File: config.mk
export PLATFORM = sky130hd
export DESIGN_NAME = csr_trap_unit_flat
export DESIGN_NICKNAME = d
export VERILOG_FILES = /design/src/rtl/csr_pkg.sv /design/src/rtl/csr_trap_unit_if.sv /design/src/rtl/csr_counter64.sv /design/src/rtl/csr_trap_unit.sv /design/src/flat_wrapper.sv
export SDC_FILE = /design/constraint.sdc
export NUM_CORES = 1
export LEC_CHECK = 0
export CORE_ASPECT_RATIO = 0.5
export CORE_MARGIN = 2
export CORE_UTILIZATION = 29
export CTS_BUF_LIST = sky130_fd_sc_hd__clkbuf_16
export DETAILED_ROUTE_END_ITERATION = 16
export HOLD_SLACK_MARGIN = 0.06
export SETUP_SLACK_MARGIN = 0.15
export SYNTH_ARGS = -nofsm -noshare
export SYNTH_HDL_FRONTEND = slang
export SYNTH_SLANG_ARGS = --single-unit
File: constraint.sdc
create_clock -name clk_i -period 3.5 [get_ports clk_i]
set_input_delay 0.7 -clock clk_i [delete_from_list [all_inputs] [get_ports clk_i]]
set_output_delay 0.7 -clock clk_i [all_outputs]
set_load 0.02 [all_outputs]
File: src/rtl/csr_pkg.sv
// rtl/csr_pkg.sv - CSR addresses, cause codes, op encoding and FSM state for csr_trap_unit
package csr_pkg;

  localparam logic [11:0] CSR_MSTATUS       = 12'h300;
  localparam logic [11:0] CSR_MIE           = 12'h304;
  localparam logic [11:0] CSR_MTVEC         = 12'h305;
  localparam logic [11:0] CSR_MCOUNTINHIBIT = 12'h320;
  localparam logic [11:0] CSR_MSCRATCH      = 12'h340;
  localparam logic [11:0] CSR_MEPC          = 12'h341;
  localparam logic [11:0] CSR_MCAUSE        = 12'h342;
  localparam logic [11:0] CSR_MTVAL         = 12'h343;
  localparam logic [11:0] CSR_MIP           = 12'h344;
  localparam logic [11:0] CSR_MCYCLE        = 12'hB00;
  localparam logic [11:0] CSR_MINSTRET      = 12'hB02;
  localparam logic [11:0] CSR_MCYCLEH       = 12'hB80;
  localparam logic [11:0] CSR_MINSTRETH     = 12'hB82;

  localparam logic [4:0] EXC_IADDR_MISALIGNED = 5'd0;
  localparam logic [4:0] EXC_ILLEGAL_INSN     = 5'd2;
  localparam logic [4:0] EXC_BREAKPOINT       = 5'd3;
  localparam logic [4:0] EXC_ECALL_M          = 5'd11;

  localparam logic [4:0] IRQ_MSI        = 5'd3;
  localparam logic [4:0] IRQ_MTI        = 5'd7;
  localparam logic [4:0] IRQ_MEI        = 5'd11;
  localparam logic [4:0] IRQ_LOCAL_BASE = 5'd16;

  localparam logic [1:0] CSR_OP_NONE  = 2'b00;
  localparam logic [1:0] CSR_OP_WRITE = 2'b01;
  localparam logic [1:0] CSR_OP_SET   = 2'b10;
  localparam logic [1:0] CSR_OP_CLEAR = 2'b11;

  typedef logic [0:0] state_t;
  localparam state_t ST_RUN  = 1'b0;
  localparam state_t ST_TAKE = 1'b1;

  function automatic logic [31:0] csr_apply(input logic [1:0] op, input logic [31:0] old_val,
                                            input logic [31:0] wdata);
    case (op)
      CSR_OP_SET:   return old_val | wdata;
      CSR_OP_CLEAR: return old_val & ~wdata;
      default:      return wdata;
    endcase
  endfunction

endpackage

File: src/rtl/csr_trap_unit_if.sv
// rtl/csr_trap_unit_if.sv - CSR access bus between decode/execute and the CSR/trap unit
interface csr_trap_unit_if;
  logic [11:0] csr_addr;
  logic [1:0]  csr_op;
  logic [31:0] csr_wdata;
  logic [31:0] csr_rdata;

  modport master (output csr_addr, output csr_op, output csr_wdata, input csr_rdata);
  modport slave  (input csr_addr, input csr_op, input csr_wdata, output csr_rdata);
endinterface

File: src/rtl/csr_counter64.sv
// rtl/csr_counter64.sv - 64-bit event counter with inhibit and per-half write ports
module csr_counter64 (
  input  logic        clk_i,
  input  logic        reset_i,
  input  logic        inc_i,
  input  logic        inhibit_i,
  input  logic        wr_lo_i,
  input  logic        wr_hi_i,
  input  logic [31:0] wdata_i,
  output logic [63:0] count_o
);

  logic [63:0] cnt_q, cnt_d;

  // A write to either half suppresses that cycle's increment entirely.
  always_comb begin
    cnt_d = cnt_q;
    if (inc_i && !inhibit_i) cnt_d = cnt_q + 64'd1;
    if (wr_lo_i)             cnt_d = {cnt_q[63:32], wdata_i};
    if (wr_hi_i)             cnt_d = {wdata_i, cnt_q[31:0]};
  end

  always_ff @(posedge clk_i) begin
    if (reset_i) cnt_q <= '0;
    else         cnt_q <= cnt_d;
  end

  assign count_o = cnt_q;

endmodule

File: src/rtl/csr_trap_unit.sv
// rtl/csr_trap_unit.sv - machine-mode CSR file and trap controller
module csr_trap_unit
  import csr_pkg::*;
#(
  parameter int          NUM_LIRQ    = 4,
  parameter bit          COUNTERS_EN = 1'b1,
  parameter logic [31:0] RESET_MTVEC = 32'h0
) (
  input  logic                                       clk_i,
  input  logic                                       reset_i,
  input  logic [31:0]                                pc_i,
  csr_trap_unit_if.slave                             csr_bus,
  input  logic                                       meip_i,
  input  logic                                       mtip_i,
  input  logic                                       msip_i,
  input  logic [(NUM_LIRQ > 0 ? NUM_LIRQ : 1)-1:0]   lirq_i,
  input  logic                                       exc_valid_i,
  input  logic [3:0]                                 exc_cause_i,
  input  logic [31:0]                                exc_tval_i,
  input  logic                                       mret_i,
  input  logic                                       retire_i,
  output logic                                       trap_o,
  output logic [31:0]                                trap_pc_o,
  output logic [31:0]                                mepc_o,
  output logic                                       irq_ack_o,
  output logic [4:0]                                 irq_ack_id_o
);

  localparam logic [31:0] LIRQ_MASK = (32'h0000_FFFF >> (16 - NUM_LIRQ)) << 16;
  localparam logic [31:0] MIE_MASK  = 32'h0000_0888 | LIRQ_MASK;

  state_t      state_q, state_d;
  logic        st_mie_q, st_mie_d, st_mpie_q, st_mpie_d;
  logic [31:0] mie_q, mie_d, mtvec_q, mtvec_d, mscratch_q, mscratch_d;
  logic [31:0] mepc_q, mepc_d, mcause_q, mcause_d, mtval_q, mtval_d;
  logic [31:0] mip_q, mip_in;
  logic        inh_cy_q, inh_cy_d, inh_ir_q, inh_ir_d;
  logic [31:0] trap_pc_q, trap_pc_d;
  logic [4:0]  ack_id_q, ack_id_d;
  logic        take_irq_q, take_irq_d;
  logic [63:0] mcycle, minstret;
  logic [31:0] rdata, wval;
  logic        running, csr_we, take, is_irq, irq_sel, lirq_hit;
  logic [4:0]  irq_cause, lirq_cause, cause;
  logic [31:0] trap_target;

  always_comb begin
    mip_in     = '0;
    mip_in[3]  = msip_i;
    mip_in[7]  = mtip_i;
    mip_in[11] = meip_i;
    for (int i = 0; i < NUM_LIRQ; i++) mip_in[16+i] = lirq_i[i];
  end

  always_comb begin
    case (csr_bus.csr_addr)
      CSR_MSTATUS:       rdata = {19'b0, 2'b11, 3'b0, st_mpie_q, 3'b0, st_mie_q, 3'b0};
      CSR_MIE:           rdata = mie_q;
      CSR_MTVEC:         rdata = mtvec_q;
      CSR_MSCRATCH:      rdata = mscratch_q;
      CSR_MEPC:          rdata = mepc_q;
      CSR_MCAUSE:        rdata = mcause_q;
      CSR_MTVAL:         rdata = mtval_q;
      CSR_MIP:           rdata = mip_q;
      CSR_MCOUNTINHIBIT: rdata = {29'b0, inh_ir_q, 1'b0, inh_cy_q};
      CSR_MCYCLE:        rdata = mcycle[31:0];
      CSR_MCYCLEH:       rdata = mcycle[63:32];
      CSR_MINSTRET:      rdata = minstret[31:0];
      CSR_MINSTRETH:     rdata = minstret[63:32];
      default:           rdata = '0;
    endcase
  end

  assign csr_bus.csr_rdata = rdata;

  // Fixed priority MEI > MSI > MTI > local lines; the descending loop leaves the lowest index.
  always_comb begin
    lirq_hit   = 1'b0;
    lirq_cause = '0;
    for (int i = NUM_LIRQ - 1; i >= 0; i--) begin
      if (mip_q[16+i] && mie_q[16+i]) begin
        lirq_hit   = 1'b1;
        lirq_cause = IRQ_LOCAL_BASE + 5'(i);
      end
    end
    irq_sel   = 1'b1;
    irq_cause = '0;
    if      (mip_q[11] && mie_q[11]) irq_cause = IRQ_MEI;
    else if (mip_q[3]  && mie_q[3])  irq_cause = IRQ_MSI;
    else if (mip_q[7]  && mie_q[7])  irq_cause = IRQ_MTI;
    else if (lirq_hit)               irq_cause = lirq_cause;
    else                             irq_sel   = 1'b0;
  end

  assign running = (state_q == ST_RUN);
  assign take    = running && (exc_valid_i || (st_mie_q && irq_sel));
  assign is_irq  = !exc_valid_i;
  assign cause   = exc_valid_i ? {1'b0, exc_cause_i} : irq_cause;
  assign csr_we  = running && (csr_bus.csr_op != CSR_OP_NONE);
  assign wval    = csr_apply(csr_bus.csr_op, rdata, csr_bus.csr_wdata);
  assign trap_target = {mtvec_q[31:2], 2'b00} +
                       ((is_irq && mtvec_q[1:0] == 2'b01) ? {25'b0, cause, 2'b00} : 32'b0);

  always_comb begin
    state_d    = take ? ST_TAKE : ST_RUN;
    st_mie_d   = st_mie_q;
    st_mpie_d  = st_mpie_q;
    mie_d      = mie_q;
    mtvec_d    = mtvec_q;
    mscratch_d = mscratch_q;
    mepc_d     = mepc_q;
    mcause_d   = mcause_q;
    mtval_d    = mtval_q;
    inh_cy_d   = inh_cy_q;
    inh_ir_d   = inh_ir_q;
    trap_pc_d  = trap_pc_q;
    ack_id_d   = ack_id_q;
    take_irq_d = take_irq_q;
    if (csr_we) begin
      case (csr_bus.csr_addr)
        CSR_MSTATUS: begin
          st_mie_d  = wval[3];
          st_mpie_d = wval[7];
        end
        CSR_MIE:      mie_d      = wval & MIE_MASK;
        CSR_MTVEC:    mtvec_d    = {wval[31:2], wval[1] ? 2'b00 : wval[1:0]};
        CSR_MSCRATCH: mscratch_d = wval;
        CSR_MEPC:     mepc_d     = {wval[31:2], 2'b00};
        CSR_MCAUSE:   mcause_d   = wval;
        CSR_MTVAL:    mtval_d    = wval;
        CSR_MCOUNTINHIBIT: begin
          inh_cy_d = COUNTERS_EN && wval[0];
          inh_ir_d = COUNTERS_EN && wval[2];
        end
        default: ;
      endcase
    end
    if (running && !exc_valid_i && mret_i) begin
      st_mie_d  = st_mpie_q;
      st_mpie_d = 1'b1;
    end
    // Trap entry overrides any same-cycle CSR write or mret to these registers.
    if (take) begin
      mepc_d     = {pc_i[31:2], 2'b00};
      mcause_d   = {is_irq, 26'b0, cause};
      mtval_d    = is_irq ? 32'b0 : exc_tval_i;
      st_mpie_d  = st_mie_q;
      st_mie_d   = 1'b0;
      trap_pc_d  = trap_target;
      ack_id_d   = is_irq ? cause : 5'd0;
      take_irq_d = is_irq;
    end
  end

  always_ff @(posedge clk_i) begin
    if (reset_i) begin
      state_q    <= ST_RUN;
      st_mie_q   <= 1'b0;
      st_mpie_q  <= 1'b0;
      mie_q      <= '0;
      mtvec_q    <= RESET_MTVEC;
      mscratch_q <= '0;
      mepc_q     <= '0;
      mcause_q   <= '0;
      mtval_q    <= '0;
      mip_q      <= '0;
      inh_cy_q   <= 1'b0;
      inh_ir_q   <= 1'b0;
      trap_pc_q  <= '0;
      ack_id_q   <= '0;
      take_irq_q <= 1'b0;
    end else begin
      state_q    <= state_d;
      st_mie_q   <= st_mie_d;
      st_mpie_q  <= st_mpie_d;
      mie_q      <= mie_d;
      mtvec_q    <= mtvec_d;
      mscratch_q <= mscratch_d;
      mepc_q     <= mepc_d;
      mcause_q   <= mcause_d;
      mtval_q    <= mtval_d;
      mip_q      <= mip_in & MIE_MASK;
      inh_cy_q   <= inh_cy_d;
      inh_ir_q   <= inh_ir_d;
      trap_pc_q  <= trap_pc_d;
      ack_id_q   <= ack_id_d;
      take_irq_q <= take_irq_d;
    end
  end

  generate
    if (COUNTERS_EN) begin : g_counters
      csr_counter64 u_mcycle (
        .clk_i     (clk_i),
        .reset_i   (reset_i),
        .inc_i     (1'b1),
        .inhibit_i (inh_cy_q),
        .wr_lo_i   (csr_we && csr_bus.csr_addr == CSR_MCYCLE),
        .wr_hi_i   (csr_we && csr_bus.csr_addr == CSR_MCYCLEH),
        .wdata_i   (wval),
        .count_o   (mcycle)
      );
      csr_counter64 u_minstret (
        .clk_i     (clk_i),
        .reset_i   (reset_i),
        .inc_i     (retire_i && running),
        .inhibit_i (inh_ir_q),
        .wr_lo_i   (csr_we && csr_bus.csr_addr == CSR_MINSTRET),
        .wr_hi_i   (csr_we && csr_bus.csr_addr == CSR_MINSTRETH),
        .wdata_i   (wval),
        .count_o   (minstret)
      );
    end else begin : g_no_counters
      assign mcycle   = '0;
      assign minstret = '0;
    end
  endgenerate

  assign trap_o       = (state_q == ST_TAKE);
  assign trap_pc_o    = trap_pc_q;
  assign mepc_o       = {mepc_q[31:2], 2'b00};
  assign irq_ack_o    = trap_o && take_irq_q;
  assign irq_ack_id_o = ack_id_q;

endmodule
File: src/flat_wrapper.sv
// flat-port wrapper written by rule: the top's interface ports become plain ports
module csr_trap_unit_flat import csr_pkg::*;
#(
  parameter int          NUM_LIRQ    = 4,
  parameter bit          COUNTERS_EN = 1'b1,
  parameter logic [31:0] RESET_MTVEC = 32'h0
)
  (clk_i, reset_i, pc_i, meip_i, mtip_i, msip_i, lirq_i, exc_valid_i, exc_cause_i, exc_tval_i, mret_i, retire_i, trap_o, trap_pc_o, mepc_o, irq_ack_o, irq_ack_id_o, csr_bus_csr_addr, csr_bus_csr_op, csr_bus_csr_wdata, csr_bus_csr_rdata);
  csr_trap_unit_if csr_bus_i ();
  input  logic clk_i;
  input  logic reset_i;
  input  logic [31:0] pc_i;
  input  logic meip_i;
  input  logic mtip_i;
  input  logic msip_i;
  input  logic [(NUM_LIRQ > 0 ? NUM_LIRQ : 1)-1:0] lirq_i;
  input  logic exc_valid_i;
  input  logic [3:0] exc_cause_i;
  input  logic [31:0] exc_tval_i;
  input  logic mret_i;
  input  logic retire_i;
  output logic trap_o;
  output logic [31:0] trap_pc_o;
  output logic [31:0] mepc_o;
  output logic irq_ack_o;
  output logic [4:0] irq_ack_id_o;
  input wire logic [$bits(csr_bus_i.csr_addr)-1:0] csr_bus_csr_addr;
  input wire logic [$bits(csr_bus_i.csr_op)-1:0] csr_bus_csr_op;
  input wire logic [$bits(csr_bus_i.csr_wdata)-1:0] csr_bus_csr_wdata;
  output wire logic [$bits(csr_bus_i.csr_rdata)-1:0] csr_bus_csr_rdata;
  assign csr_bus_i.csr_addr = csr_bus_csr_addr;
  assign csr_bus_i.csr_op = csr_bus_csr_op;
  assign csr_bus_i.csr_wdata = csr_bus_csr_wdata;
  assign csr_bus_csr_rdata = csr_bus_i.csr_rdata;
  csr_trap_unit #(.NUM_LIRQ(NUM_LIRQ), .COUNTERS_EN(COUNTERS_EN), .RESET_MTVEC(RESET_MTVEC)) u_core (.clk_i(clk_i), .reset_i(reset_i), .pc_i(pc_i), .csr_bus(csr_bus_i), .meip_i(meip_i), .mtip_i(mtip_i), .msip_i(msip_i), .lirq_i(lirq_i), .exc_valid_i(exc_valid_i), .exc_cause_i(exc_cause_i), .exc_tval_i(exc_tval_i), .mret_i(mret_i), .retire_i(retire_i), .trap_o(trap_o), .trap_pc_o(trap_pc_o), .mepc_o(mepc_o), .irq_ack_o(irq_ack_o), .irq_ack_id_o(irq_ack_id_o));
endmodule
### Yosys cells after proc, flatten, opt, wreduce, memory -nomap -nowiden

Index checks and enable logic that the tools add are counted.

* register bits after elaboration: 368
* input port bits: 126
* output and inout bits: 103

* add/subtract/negate cells: 3
* eq/ne operators: 20
* multiplexer cells: 46
* bitwise operators: 6
* reduce and logical (&&, ||, !) cells: 49

Operators by type and width (count)
* $pmux 32 s13: 1
* $mux 64: 6
* $mux 32: 10
* $add 64x1->64 const B: 2
* $eq 12x10->1 const B: 9
* $pmux 32 s2: 1
* $mux 5: 10
* $eq 12x12->1 const B: 4
* $add 32x32->32: 1
* $and 32x32->32: 1
* $not 32->32: 1
* $or 32x32->32: 1
* $reduce_and 2->1: 14
* $logic_and 1x1->1: 20
* $reduce_bool 2->1: 9
* $mux 1: 17
* $mux 7: 1
* $reduce_bool 3->1: 2
* $eq 2x2->1 const B: 2
* $ne 2x1->1 const B: 2
* $ne 2x2->1 const B: 2
* $not 1->1: 3
* $eq 2x1->1 const B: 1
* $logic_not 1->1: 2
* other kinds (2): 2

### Logic depth before layout (Yosys ltp)

Gate-level depths: netlist (run 1).

* depth in word-level cells: 14
* gate-level depth with buffers: 14
* depth with buffers taken out: 13

### Hierarchy

From an unflattened synthesis (run 1), not the netlist that was laid out.

* cells, all modules: 2623
* area total of the unflattened synthesis: 20297.0 um^2

Modules (own cells, without submodules)
* csr_trap_unit: times used 1, cells an instance 1469, area each 11913.9 um^2, sequential area each 4244.1 um^2
* csr_counter64: times used 2, cells an instance 577, area each 4191.5 um^2, sequential area each 1281.2 um^2

### Worst setup path after synthesis (run 1)

No wires, ideal clock.

* kind: input -> register
* from: input exc_valid_i
* to: register u_core.trap_pc_q[21], in the netlist u_core.trap_pc_o[21]
* library setup time: 0.132 ns
* arrival time: 2.999 ns
* setup slack: 0.368 ns
* stages on the path: 13
* buffers on the path: 1
* path through: a221oi_1 -> nand2_1 -> a21oi_1 -> or2_2 -> inv_1 -> ha_1 -> a21o_1 -> a21o_1 -> a211o_1 -> clkbuf_1 -> nand4_1 -> xor2_1 -> a21oi_1

* longest elaborated chain between the ends: 4
* elaborated cells on any way between the ends: 7

RTL lines
* from (decl): line flat_wrapper.sv:17 `input logic exc_valid_i;`
* $logic_not 1->1: line csr_trap_unit.sv:97 `assign is_irq = !exc_valid_i;`
* $logic_and 1x1->1: line csr_trap_unit.sv:102 `((is_irq && mtvec_q[1:0] == 2'b01) ? {25'b0, cause, 2'b00} : 32'b0);`
* $mux 7: line csr_trap_unit.sv:102
* $add 32x32->32: line csr_trap_unit.sv:101 `assign trap_target = {mtvec_q[31:2], 2'b00} +`
* to (signal assigned): line csr_trap_unit.sv:185 `trap_pc_q <= trap_pc_d;`
* to (decl): line csr_trap_unit.sv:38 `logic [31:0] trap_pc_q, trap_pc_d;`

Parallel ways exist; a longest one is shown, timed or not.
A chain may end at the register's enable or synchronous reset.

### Worst setup path in the final report (run 1)

* from: input csr_bus_csr_addr[1]
* to: register u_core.mepc_q[26]

* longest elaborated chain between the ends: 7
* elaborated cells on any way between the ends: 22

RTL lines
* from (decl): line flat_wrapper.sv:27 `input wire logic [$bits(csr_bus_i.csr_addr)-1:0] csr_bus_csr_addr;`
* $eq 12x12->1, or another cell as far along: line csr_trap_unit.sv:56 `case (csr_bus.csr_addr)`
* $pmux 32 s13: line csr_trap_unit.sv:56
* $and 32x32->32 / $or 32x32->32 (equally long branches): line csr_pkg.sv:41, csr_pkg.sv:40
* $pmux 32 s2: line csr_pkg.sv:39 `case (op)`
* $mux 32: line csr_trap_unit.sv:120 `case (csr_bus.csr_addr)`
* $mux 32: line csr_trap_unit.sv:119 `if (csr_we) begin`
* $mux 32: line csr_trap_unit.sv:143 `if (take) begin`
* to (signal assigned): line csr_trap_unit.sv:179 `mepc_q <= mepc_d;`
* to (decl): line csr_trap_unit.sv:35 `logic [31:0] mepc_q, mepc_d, mcause_q, mcause_d, mtval_q, mtval_d;`

Parallel ways exist; a longest one is shown, timed or not. The select of a mux whose other input is x is not followed.

==> results of run 1 <==
==> state kept, by name, indices dropped and copies added, names as in the netlist, 30 cells and up <==
name,count
u_core.mcause_q,32
u_core.mtvec_q,31
u_core.mepc_q,30
u_core.mtval_q,32
u_core.mscratch_q,32
u_core.trap_pc_o,30
u_core.g_counters.u_minstret.count_o,64
u_core.g_counters.u_mcycle.count_o,64
==> where the power goes <==
part	leakage (nW)	switching [mW]	total (mW)	internal, mW
Clock	0.665	1.84	4.38	2.54
Sequential	2.75	0.0824	4.03	3.94
Combinational	7.39	0.875	1.47	0.598
Total	10.8	2.79	9.88	7.09
==> worst max-delay path: stages <==
cell,delay (ns)
buf_8,0.13
buf_6,0.13
buf_4,0.13
nor2b_4,0.12
buf_6,0.14
buf_4,0.13
a22o_1,0.28
a22oi_1,0.40
buf_4,0.20
a31oi_2,0.08
a21oi_1,0.88
buf_4,0.35
o221ai_1,0.15
==> placed cells by master, fill, tap and decap left out, types with 15 or more instances in the layout <==
| master | n |
|---|---|
| buf_4 | 504 |
| dfxtp_1 | 340 |
| nand2_1 | 209 |
| nor2_1 | 181 |
| clkdlybuf4s50_1 | 177 |
| o21ai_0 | 144 |
| a21oi_1 | 139 |
| nand4_1 | 111 |
| a211oi_1 | 93 |
| nor3_1 | 92 |
| nand3_1 | 89 |
| o22ai_1 | 60 |
| nor4_1 | 53 |
| a22oi_1 | 52 |
| buf_12 | 46 |
| xnor2_1 | 41 |
| buf_6 | 41 |
| mux2i_1 | 40 |
| clkbuf_16 | 40 |
| a31oi_1 | 38 |
| inv_1 | 31 |
| and4_1 | 30 |
| and3_1 | 28 |
| xor2_1 | 28 |
| o221ai_1 | 24 |
| nor4_2 | 20 |
| o31a_1 | 20 |
| and2_1 | 18 |
| nand3b_1 | 17 |
| o31ai_1 | 17 |
| a21o_1 | 15 |
==> per-layer routing <==
layer	track usage [%]	wire (um)
met3	10.7	16700
met2	47.2	50300
met4	10.6	4830
met5	0	13
met1	48.0	53700
==> worst max path at each step <==
| stage | end | cells after the start |
|---|---|---|
| finish | u_core.mepc_q[26] | 13 |
| floorplan | u_core.trap_pc_o[21] | 13 |
| CTS | csr_bus_csr_rdata[2] | 9 |
| global placement | csr_bus_csr_rdata[20] | 10 |
| global route | csr_bus_csr_rdata[29] | 11 |
| detailed placement | csr_bus_csr_rdata[12] | 8 |
==> cell type report <==
class / instances / area (um^2)
fill: 6961 / 39300
multi-input combinational: 1944 / 13100
timing repair buffer: 797 / 7200
sequential: 340 / 6810
tap: 945 / 1180
clock buffer: 39 / 976
clock inverter: 28 / 318
inverter: 24 / 91.3
antenna: 6 / 15.0
==> through the flow <==
stage / setup WS, ns / TNS [ns] / hold slack (ns) / instance area [um^2]
floorplan: 0.368 / 0 / 0.440 / 20300
global placement: -0.985 / -96.66 / 0.445 / 27300
detailed placement: -1.04 / -98.39 / 0.450 / 27300
CTS: 0.131 / 0 / 0.413 / 29400
global route: 0.113 / 0 / 0.427 / 29600
finish: 0.105 / 0 / 0.432 / 29700
==> cell families (layout without fill, tap and decap cells) <==
family          after synthesis  count (layout)  share of synthesized area, %
other cells                   1              10                        0.0185
mux                          52              52                          2.65
buf+inv                     258             888                          5.45
fa+ha+maj                     8               8                         0.532
xor+xnor                     69              69                          2.99
compound gates              797             797                          27.6
flops                       340             340                          33.6
simple gates               1014            1014                          27.1
==> repair_timing <==
action / 4_1_cts / 5_1_grt
resized for setup: 296 / 53
gates cloned: 3 / 1
setup buffers: 34 / 11
pin swaps: 36 / 21
endpoints found under the hold margin: 0 / 0
endpoints found under the setup margin: 92 / 39
==> results.md, run 1 <==
* Status: finished clean
* Synth Cell Area at 20,200 um^2
* Worst path required time at 3.93 ns
* Fin crit share at 97.0%
* Pwr/cell area at 333 nW/um^2
* Setup violations, final at 0
* Grt ovf at 0
* Final Util at 43.0%
* Core area at 69,000 um^2
* Yosys warnings at 0
* RR Endpoint: u_core.trap_pc_o[31]
* Endpoint type of the worst setup path: flop
* Largest cells by area after synthesis: dfxtp_1 (34%), nand2_1 (3.9%), o21ai_0 (3.6%)
* Minimum clock period at 3.40 ns
* List of most frequent post-synthesis cells: dfxtp_1 (340), nand2_1 (212), nor2_1 (183)
* Port bufs at 222
* Main synth FF type: dfxtp_1
* IO Pins at 229
* Relative slew slack at 24.4%
* Die ar. at 72,100 um^2
* Share of post-route cells with drive strength above 1 at 27.2%
* Largest net degree at the start of global routing at 127
* Die height at 191 um
* Clk buf depth at 3
* Dpl cells at 4,001
* Share of the synthesized area in the top cell type at 33.6%
* FFs w/ async S/R, synth at 0%
* Least-Margin Pin Slew at 1.13 ns
* First-pass GRT wire length at 173,000 um
* Worst R2R Setup Slack at 0.40 ns
* Post-route ant nets at 0
* CTS tree: built
* Vias in the first global route at 22,700
* Area leader, netlist: dfxtp_1
* Hold depth at 2
* Max Cap Viol at 0
* Antenna violations before repair at 14
* Horiz. Die Dim at 378 um
* Post-Route WL at 125,000 um
* Clock sinks at 340
* Root buf cell: clkbuf_16
* Crit path arrival time at 3.82 ns
* Hold endpoint: u_core.mepc_q[21]
* Mapped Cells at 2,539
* P&R area growth vs syn at 46.5%
* Worst R2R Start: u_core.mie_q[18]
* Post-synthesis register bit count at 340
* Post-DR vias/cell at 6.13
* R2R cell count at 12
* 1st-iter DRT viols at 3,758
* Slew Limit Fails at 0
* Latest clock arrival within the worst-skew pair at 0.57 ns
* DRC violations left at 0
* Cell row count at 68
* Maximum vdd drop at 0.264 mV
* First-pass iteration count of the detailed router at 6
* Max Fclk at 295 MHz
* Register area share after synthesis at 33.6%
* Critical Path Start: csr_bus_csr_addr[1]
* H-Tree Depth at 2
* # hold bufs at CTS at 0
* Leakage at 10.8 nW
* Count leader, synth: dfxtp_1
* Synth cell types at 104
* Worst-path maximum fanout at 9
* Hold Startpoint: reset_i
* CTS Buf Count at 37
* Non-Filler Instances at 4,123
* Tot Pwr at 9.88 mW
* Drt wl/cell at 30.4 um
* Post-synth EDFFs at 0
* Initial Utilization at 29.3%
* Total global-route track usage at 33.6%
* Final hold violation count at 0
* Placer congestion estimate at 1.07
* Worst min-delay path class: in2reg
* Vias after detailed routing at 25,300
* Setup Skew at 0.0221 ns
* DP HPWL at 98,900 um
* RSZ-0062 raised after global routing: yes
* Final nets at 3,278
* Mean Syn Cell Area at 7.97 um^2
* Critical path type: in2reg
* Startpoint Class: input port
* Clock Pin Slew Worst Setup and Hold Paths at 0.07 ns
Power figures use the tool's default switching activity.
==> run 2: changes to the inputs <==
--- a/config.mk
+++ b/config.mk
@@ -10,8 +10,9 @@
 export CORE_UTILIZATION = 29
 export CTS_BUF_LIST = sky130_fd_sc_hd__clkbuf_16
 export DETAILED_ROUTE_END_ITERATION = 16
-export HOLD_SLACK_MARGIN = 0.06
+export HOLD_SLACK_MARGIN = 0.08
 export SETUP_SLACK_MARGIN = 0.15
 export SYNTH_ARGS = -nofsm -noshare
 export SYNTH_HDL_FRONTEND = slang
+export SYNTH_HIERARCHICAL = 1
 export SYNTH_SLANG_ARGS = --single-unit
==> run 2 against run 1 <==
Area after synthesis rose by 0.27%. Synthesized cell count rose by 3.3%. Critical path depth fell by 4. Sequential share of layout area rose by 1.2 points. Largest cell class unchanged. Flip-flop and latch count did not move. Critical endpoint is now csr_bus_csr_rdata[15]. Via count fell by 3.2%.
==> results.md, run 2 <==
* Status: finished clean (unchanged)
* Slew Limit Fails at 0 (unchanged)
* Synth cell types at 90 (was 104)
* Crit path arrival time at 2.74 ns (was 3.82 ns)
* Main synth FF type: dfxtp_1 (unchanged)
* Cell row count at 68 (unchanged)
* Final nets at 3,205 (was 3,278)
* Placer congestion estimate at 1.06 (was 1.07)
* Non-Filler Instances at 4,042 (was 4,123)
* Clock Pin Slew Worst Setup and Hold Paths at 0.06 ns (was 0.07 ns)
* Final hold violation count at 0 (unchanged)
* Largest cells by area after synthesis: dfxtp_1 (34%), nor2_1 (4.7%), a21oi_1 (4.6%) (was dfxtp_1 (34%), nand2_1 (3.9%), o21ai_0 (3.6%))
* Post-synthesis register bit count at 340 (unchanged)
* CTS tree: built (unchanged)
* DRC violations left at 0 (unchanged)
* Crit-path slowest cell: or4_4 (was a21oi_1)
* Dpl cells at 3,935 (was 4,001)
* Setup violations, final at 0 (unchanged)
* Share of the synthesized area in the top cell type at 33.5% (was 33.6%)
* Critical path type: in2out (was in2reg)
* Worst path bufs/invs at 5 (was 7)
* Area leader, netlist: dfxtp_1 (unchanged)
* Post-route ant nets at 0 (unchanged)
* Hold endpoint: u_core/trap_pc_o[2] (was u_core.mepc_q[21])
* CTS Buf Count at 36 (was 37)
* Post-Route WL at 110,000 um (was 125,000 um)
* Pwr/cell area at 328 nW/um^2 (was 333 nW/um^2)
* Setup Skew at 0.0210 ns (was 0.0221 ns)
* Worst R2R Start: u_core/mip_q[18] (was u_core.mie_q[18])
* Setup TNS at 0 ns (unchanged)
* Antenna violations before repair at 4 (was 14)
* Core area at 69,100 um^2 (was 69,000 um^2)
* 1st-iter DRT viols at 3,652 (was 3,758)
* Commonest non-fill, non-tap cell in the layout: buf_4 (unchanged)
* Share of post-route cells with drive strength above 1 at 20.8% (was 27.2%)
* Yosys warnings at 6 (was 0)
* Fin crit share at 98.3% (was 97.0%)
* First-pass iteration count of the detailed router at 6 (unchanged)
* Total global-route track usage at 29.4% (was 33.6%)
* FFs w/ async S/R, synth at 0% (unchanged)
* Vias after detailed routing at 24,500 (was 25,300)
* Leakage at 9.94 nW (was 10.8 nW)
* Hold Startpoint: u_core/trap_pc_o[2] (was reset_i)
* Endpoint type of the worst setup path: primary output (was flop)
* IO Pins at 229 (unchanged)
* Clk buf depth at 3 (unchanged)
* Die height at 191 um (about the same)
* Worst path required time at 2.80 ns (was 3.93 ns)
* Vias in the first global route at 22,100 (was 22,700)
* Worst R2R Setup Slack at 0.32 ns (was 0.40 ns)
* R2R cell count at 13 (was 12)
* Drt wl/cell at 27.3 um (was 30.4 um)
* Worst-path maximum fanout at 5 (was 9)
* Minimum clock period at 3.44 ns (was 3.40 ns)
* Count leader, synth: dfxtp_1 (unchanged)
* Register area share after synthesis at 33.5% (was 33.6%)
* Filler cell count at 7,031 (was 6,961)
* Largest net degree at the start of global routing at 85 (was 127)
* Horiz. Die Dim at 378 um (about the same)
* Synth Cell Area at 20,300 um^2 (was 20,200 um^2)
* Tot Pwr at 9.22 mW (was 9.88 mW)
* Worst min-delay path class: reg2reg (was in2reg)
* CP delay by family, top: simple AND/OR/NAND/NOR gates (was compound AO/OA/AOI/OAI gates)
* Area after DPL at 26,100 um^2 (was 27,300 um^2)
* Relative slew slack at 54.3% (was 24.4%)
* RR Endpoint: u_core/trap_pc_o[10] (was u_core.trap_pc_o[31])
* CP Cell Sequence: buf_8 -> or4_4 -> or4_4 -> buf_6 -> o2111ai_4 -> a2111oi_2 -> buf_4 -> inv_2 -> buf_6 (was buf_8 -> buf_6 -> buf_4 -> nor2b_4 -> buf_6 -> buf_4 -> a22o_1 -> a22oi_1 -> buf_4 -> a31oi_2 -> a21oi_1 -> buf_4 -> o221ai_1)
* Die ar. at 72,300 um^2 (was 72,100 um^2)
* Hold depth at 2 (unchanged)
* H-Tree Depth at 2 (unchanged)
* Root buf cell: clkbuf_16 (unchanged)
* Grt ovf at 0 (unchanged)
* Clock sinks at 340 (unchanged)
* Maximum vdd drop at 0.307 mV (was 0.264 mV)
* Startpoint Class: input port (unchanged)
* Final worst setup slack at 0.0581 ns (was 0.105 ns)
* Latest clock arrival within the worst-skew pair at 0.57 ns (about the same)
* Mapped Cells at 2,623 (was 2,539)
* Mean Syn Cell Area at 7.74 um^2 (was 7.97 um^2)
* Setup WS pre-CTS at -1.18 ns (was -1.04 ns)
* Design area at 28,100 um^2 (was 29,700 um^2)
* DP HPWL at 86,200 um (was 98,900 um)
* Post-DR vias/cell at 6.06 (was 6.13)
* Max Cap Viol at 0 (unchanged)
* Largest stage delay, worst path at 0.60 ns (was 0.88 ns)
* Most frequent cells in the layout: buf_4 (369), dfxtp_1 (340), nor2_1 (251) (was buf_4 (504), dfxtp_1 (340), nand2_1 (209))
* P&R area growth vs syn at 38.7% (was 46.5%)
* Least-Margin Pin Slew at 0.680 ns (was 1.13 ns)
* Port bufs at 222 (unchanged)
* List of most frequent post-synthesis cells: dfxtp_1 (340), nor2_1 (256), nand2_1 (201) (was dfxtp_1 (340), nand2_1 (212), nor2_1 (183))
* RSZ-0062 raised after global routing: yes (unchanged)
* Max Fclk at 291 MHz (was 295 MHz)
* First-pass GRT wire length at 156,000 um (was 173,000 um)
* Initial Utilization at 29.4% (was 29.3%)
* Post-synth EDFFs at 0 (unchanged)
## run 2: cell count changes after synthesis, sizes merged, moves of 28 or more
cell / change
inv: +84
nor2: +68
o22ai: -47
nor3: -46
a21oi: +44
a2111oi: +35
nor4: -28
## run 2: logic make-up (layout without fill, tap and decap cells)
kind of cell | after synthesis | count (layout) | share of synthesized area, %
buffers and inverters | 343 | 807 | 6.90
AND/OR/NAND/NOR | 990 | 990 | 25.7
adder cells (fa/ha/maj) | 8 | 8 | 0.530
multiplexers | 17 | 17 | 0.863
other | 2 | 12 | 0.0370
XOR/XNOR | 31 | 31 | 1.34
AO/OA/AOI/OAI | 892 | 892 | 31.1
flip-flops | 340 | 340 | 33.5
## run 2: area by class of cell
cell class	count	area (um^2)	area share [%]
clock inverters	23	204	0.725
well taps	945	1180	4.20
inverters	108	405	1.44
repair buffers	639	5850	20.8
clock buffers	37	926	3.29
flip-flops and latches	340	6810	24.2
diodes	4	10.0	0.0356
multi-input cells	1946	12800	45.3
## run 2: timing repair
item,in CTS,in global routing
setup buffers,31,11
hold buffers,0,0
endpoints found under the setup margin,92,34
endpoints found under the hold margin,0,0
pin swaps,27,22
resized for setup,268,61
gates cloned,1,0
## run 2: worst max-delay path by stage
stage                     depth (start not counted)                 from               endpoint  slack (ns)
after floorplan                                  13          exc_valid_i   u_core/trap_pc_o[31]        0.11
after global placement                           13  csr_bus_csr_addr[1]   csr_bus_csr_rdata[6]       -1.20
after detailed placement                         13  csr_bus_csr_addr[1]   csr_bus_csr_rdata[6]       -1.18
after CTS                                         9  csr_bus_csr_addr[5]  csr_bus_csr_rdata[13]        0.02
after global routing                              9  csr_bus_csr_addr[4]  csr_bus_csr_rdata[15]        0.03
final                                             9  csr_bus_csr_addr[4]  csr_bus_csr_rdata[15]        0.06
## run 2: tightest hold or removal path, cell delays in order, from the launching register on
cell	delay (ns)
dfxtp_1	0.31
nand2_1	0.05
a21oi_1	0.05
## run 2: where the power goes
group	internal (mW)	switching, mW
clock network	2.20	1.76
logic	0.512	0.717
registers	3.94	0.0908
## run 2: per-layer routing
layer	up-vias	wire length (um)	GRT usage (%)	share of wire (%)
met5	-	13	0	0.012
met4	2	2800	7.00	2.5
met3	186	12200	5.83	11
met2	1365	46200	43.4	42
met1	12000	49000	43.4	44
li1	10900	-	-	-
## run 2: per-stage QoR
stage	hold slack, ns	utilization (%)
6_report	0.460	40.7
3_3_place_gp	0.450	37.8
4_1_cts	0.460	40.2
3_5_place_dp	0.450	37.8
5_1_grt	0.478	40.7
2_1_floorplan	0.432	-
